$ cat config.mk
export PLATFORM = sky130hd
export DESIGN_NAME = seq_controller
export DESIGN_NICKNAME = d
export VERILOG_FILES = /design/src/rtl/seq_controller.sv
export SDC_FILE = /design/constraint.sdc
export NUM_CORES = 1
export LEC_CHECK = 0
export ABC_AREA = 1
export BUFFER_PORTS_ARGS = -buffer_cell sky130_fd_sc_hd__buf_2
export CORE_ASPECT_RATIO = 0.7
export CORE_MARGIN = 4
export CORE_UTILIZATION = 25
export DETAILED_ROUTE_END_ITERATION = 8
export SYNTH_ARGS = -nofsm -noshare
export SYNTH_HDL_FRONTEND = slang
export SYNTH_SLANG_ARGS = --single-unit
$ cat constraint.sdc
create_clock -name CLK -period 1.76 [get_ports CLK]
set_input_delay 0.176 -clock CLK [delete_from_list [all_inputs] [get_ports CLK]]
set_output_delay 0.176 -clock CLK [all_outputs]
set_load 0.01 [all_outputs]
$ cat src/rtl/seq_controller.sv
// Instruction-sequence controller for the basic RISC: decodes the phase
// stream with the opcode and zero flag into datapath strobes, handles
// halt/resume, watches the phase order and counts retired instructions.
module seq_controller #(
    parameter int CNT_W = 16
) (
    input  logic             CLK,
    input  logic             RST_,
    input  logic [1:0]       PHASE,
    input  logic [2:0]       OPCODE,
    input  logic             ZERO,
    input  logic             GO,
    output logic             EN,
    output logic             SEL,
    output logic             RD,
    output logic             LD_IR,
    output logic             INC_PC,
    output logic             LD_PC,
    output logic             DATA_E,
    output logic             LD_AC,
    output logic             WR,
    output logic             HALT,
    output logic             SEQ_ERR,
    output logic [CNT_W-1:0] INSTR_CNT
);

    typedef enum logic [1:0] {
        PH_FETCH   = 2'd0,
        PH_DECODE  = 2'd1,
        PH_EXECUTE = 2'd2,
        PH_UPDATE  = 2'd3
    } phase_e;

    typedef enum logic [2:0] {
        OP_HLT = 3'd0,
        OP_SKZ = 3'd1,
        OP_ADD = 3'd2,
        OP_AND = 3'd3,
        OP_XOR = 3'd4,
        OP_LDA = 3'd5,
        OP_STO = 3'd6,
        OP_JMP = 3'd7
    } opcode_e;

    phase_e           phase;
    opcode_e          op;
    logic             aluop;
    logic             halt_hit;

    logic             halt_q, halt_d;
    logic             zero_q, zero_d;
    phase_e           exp_q, exp_d;
    logic             seq_err_q, seq_err_d;
    logic [CNT_W-1:0] cnt_q, cnt_d;

    assign phase = phase_e'(PHASE);
    assign op    = opcode_e'(OPCODE);
    assign aluop = (op == OP_ADD) || (op == OP_AND) || (op == OP_XOR) || (op == OP_LDA);
    // An HLT freezes the phaser in DECODE the very cycle it is decoded,
    // unless a resume pulse arrives at the same time.
    assign halt_hit = (phase == PH_DECODE) && (op == OP_HLT) && !GO;
    assign EN       = GO || (!halt_q && !halt_hit);

    // Strobe decode; write-like strobes are qualified by EN so nothing repeats while frozen.
    always_comb begin
        SEL    = 1'b0;
        RD     = 1'b0;
        LD_IR  = 1'b0;
        INC_PC = 1'b0;
        LD_PC  = 1'b0;
        DATA_E = 1'b0;
        LD_AC  = 1'b0;
        WR     = 1'b0;
        case (phase)
            PH_FETCH: begin
                SEL   = 1'b1;
                RD    = 1'b1;
                LD_IR = EN;
            end
            PH_DECODE: begin
                RD     = aluop;
                INC_PC = EN;
            end
            PH_EXECUTE: begin
                RD     = aluop;
                LD_AC  = aluop && EN;
                DATA_E = (op == OP_STO) && EN;
                WR     = (op == OP_STO) && EN;
                LD_PC  = (op == OP_JMP) && EN;
            end
            default: begin
                SEL    = 1'b1;
                INC_PC = (op == OP_SKZ) && zero_q && EN;
            end
        endcase
    end

    // Next-state for halt, zero capture, phase checker and retired counter.
    always_comb begin
        halt_d    = halt_q;
        zero_d    = zero_q;
        exp_d     = exp_q;
        seq_err_d = seq_err_q;
        cnt_d     = cnt_q;
        if (GO) begin
            halt_d = 1'b0;
        end else if (halt_hit) begin
            halt_d = 1'b1;
        end
        if ((phase == PH_DECODE) && EN) begin
            zero_d = ZERO;
        end
        if (EN) begin
            exp_d = phase_e'(exp_q + 2'd1);
        end
        if (phase != exp_q) begin
            seq_err_d = 1'b1;
        end
        if ((phase == PH_UPDATE) && EN) begin
            cnt_d = cnt_q + 1'b1;
        end
    end

    // State registers; reset abandons any instruction in flight, halted or not.
    always_ff @(posedge CLK or negedge RST_) begin
        if (!RST_) begin
            halt_q    <= 1'b0;
            zero_q    <= 1'b0;
            exp_q     <= PH_FETCH;
            seq_err_q <= 1'b0;
            cnt_q     <= '0;
        end else begin
            halt_q    <= halt_d;
            zero_q    <= zero_d;
            exp_q     <= exp_d;
            seq_err_q <= seq_err_d;
            cnt_q     <= cnt_d;
        end
    end

    assign HALT      = halt_q;
    assign SEQ_ERR   = seq_err_q;
    assign INSTR_CNT = cnt_q;

endmodule

==> out/qor.yml <==
run_status:
  status: "finished clean"
detailed_routing:
  vias_per_cell: 4.25
  wl_per_cell_um: 10.8
  drt_wl_total_um: 3230
  drc: 0
  dr.pass1.iters: 5
  dr.first_iter.drc_count: 58
  antenna_left: 0
  dr_total_vias: 1274
cts:
  cts_root_buffer: "clkbuf_8"
  cts_tree: "yes"
  cts_buffer_depth: 2
  cts_made_buffers: 3
  cts_resized: 0
  h-tree-depth: 1
  clkLatencyLatePin_ns: 0.26
  cts_sinks: 21
  clk_pin_slew_worst_paths_ns: 0.07
sta:
  final_hold_viol_count: 0
  rsz0062_at_grt: "no"
  max_freq_mhz: 661
  post-route-min-period_ns: 1.51
  tightest_slew_ns: 0.485
  setup_viol_count_final: 0
  timing.hold.ws_ns: 0.162
  slew_violations: 0
  slew-limit-headroom: 0.677
  fin_crit_sh: 0.860
  fin_setup_tns_ns: 0
  fin_skew_ns: 0.00417
  layout_setup_ws_ns: 0.247
floorplan:
  num_io_pins: 36
  coreArea_um2: 5310
  die_area_um2: 6810
  die_y_um: 70.3
  placementRows: 22
  die_w_um: 97.0
  start_util: 0.261
worst_setup_path:
  arrival_ns: 1.34
  r2r-end: "INSTR_CNT[14]$_DFFE_PN0P_"
  cp_max_fo: 9
  cp.required_ns: 1.58
  rr_startpoint: "INSTR_CNT[1]$_DFFE_PN0P_"
  crit_type: "register to primary output"
  reg2reg_depth: 8
  cp-end-kind: "primary output"
  cp-start-kind: "register"
  r2r_slack_ns: 0.32
  startpoint: "HALT$_DFFE_PN0P_"
finish:
  nFillCells: 580
  antennaDiodeCount: 0
  final_util: 0.315
  nets: 244
  drive_gt1_frac: 0.237
  layoutNonFillerInstCount: 300
  syn2layout_area_growth_pct: 21.0
placement:
  gp_congestion: 0.798
  dp.cells: 295
  place.detailed.hpwl_um: 2480
  portBuffers: 35
  dp_slack_ns: 0.248
grt:
  grt_max_degree: 22
  gr-max-usage-layer: "met1"
  grt_pass1_vias: 1157
  gr-usage-met2: 0.138
  grt_use_total: 0.0980
  gr-usage-met1: 0.144
  grt_overflow: 0
  grt_pass1_wl_um: 5580
  antenna_found_initial: 0
  met3_usage: 0.0369
power:
  leakage_uw: 0.000863
  vdd.ir_drop.worst_mv: 0.250
  power_density_nw_per_um2: 852
yosys:
  yosysTopAreaCell: "dfrtp_1"
  yosys-top-cells-count: "nand2_1, dfrtp_1, inv_1"
  synth.top_cell.area_share: 0.379
  syn_area_um2: 1390
  ys.flop_type: "dfrtp_1"
  syn_inst: 191
  synth_edf_count: 0
  yosysUniqueCellTypes: 21
  ys_seq_area_frac: 0.379
  syn_nets: 206
  synth.area.top_cells: "dfrtp_1, nand2_1, ha_1"
  avgSynthCellArea_um2: 7.25
  yosysMostFrequentCell: "nand2_1"
  yosysWarnings: 0
  ys_seq_elements: 21
  async_reset_ff_frac: 1.00
hold_path:
  min_path_type: "input port to register"
  whs_path_depth: 3
  hp-start: "ZERO"
  whs_endpoint: "zero_q$_DFFE_PN0P_"
job:
  cap_violations: 0
[report_power, final]
group          internal (µW)  leakage, µW  total (µW)  switching [µW]
combinational            176     0.000565         412             236
clock                    161    0.0000228         316             155
sequential               572     0.000275         699             126
total                    910     0.000863        1430             517
[critical path, cell delays in order (launching register included)]
cell	delay (ns)
dfrtp_1	0.38
inv_1	0.07
nand2_2	0.06
nand2_4	0.12
nand2_1	0.11
nor3_1	0.17
buf_2	0.17
[cell type report]
class / instances / area (µm²) / area share
clock buffer: 4 / 45.0 / 0.0269
inverter: 21 / 78.8 / 0.0470
multi-input combinational: 145 / 743 / 0.444
sequential: 21 / 526 / 0.314
tap: 72 / 90.1 / 0.0538
timing repair buffer: 37 / 193 / 0.115
[placed cells by master (no fill, tap or decap), drive strengths merged]
cell type	count
ha	6
nor3	2
inv	21
clkbuf	4
o2111ai	1
o21ai	6
xnor2	5
buf	36
nand3	12
dlygate4sd3	1
a21oi	2
xor2	5
dfrtp	21
nand4	5
nor2	19
nand2	82
[routing by layer]
layer / vias to the layer above / share of wire
li1: 662 / -
met1: 585 / 0.53
met2: 25 / 0.40
met3: 2 / 0.066
met4: 0 / 0.0046
met5: - / 0
[stage by stage]
stage	cell area [µm²]	power (µW)
floorplan	1390	965
global route	1680	1550
CTS	1680	1450
detailed placement	1620	1120
global placement	1620	1120
finish	1680	1430
[registers in the layout, summed over array words and instances (netlist names)]
register	cells
HALT	1
zero_q	1
SEQ_ERR	1
INSTR_CNT	16
exp_q	2
[what timing repair did]
action | CTS | global route
hold buffers | 1 | 0
buffers inserted | 0 | 0
hold endpoints to repair | 21 | 0
[how the worst max path moves through the flow]
stage                                      to  cells after the start  slack, ns
finish                                 DATA_E                      6       0.25
global route        INSTR_CNT[14]$_DFFE_PN0P_                      8       0.10
CTS                                    DATA_E                      6       0.22
detailed placement                     DATA_E                      9       0.25
global placement                           WR                      9       0.30
floorplan                                  WR                      8       0.27
[cells by family (layout without fill, tap and decap cells)]
kind of cell	after synthesis	after routing	share of synthesized area
adders and majority gates	6	6	0.0542
and+or+nand+nor	120	120	0.376
AOI/OAI and AO/OA	9	9	0.0379
xor gates and xnor gates	10	10	0.0687
buffers and inverters	25	62	0.0840
DFF	21	21	0.379
(Power assumes the default switching activity.)
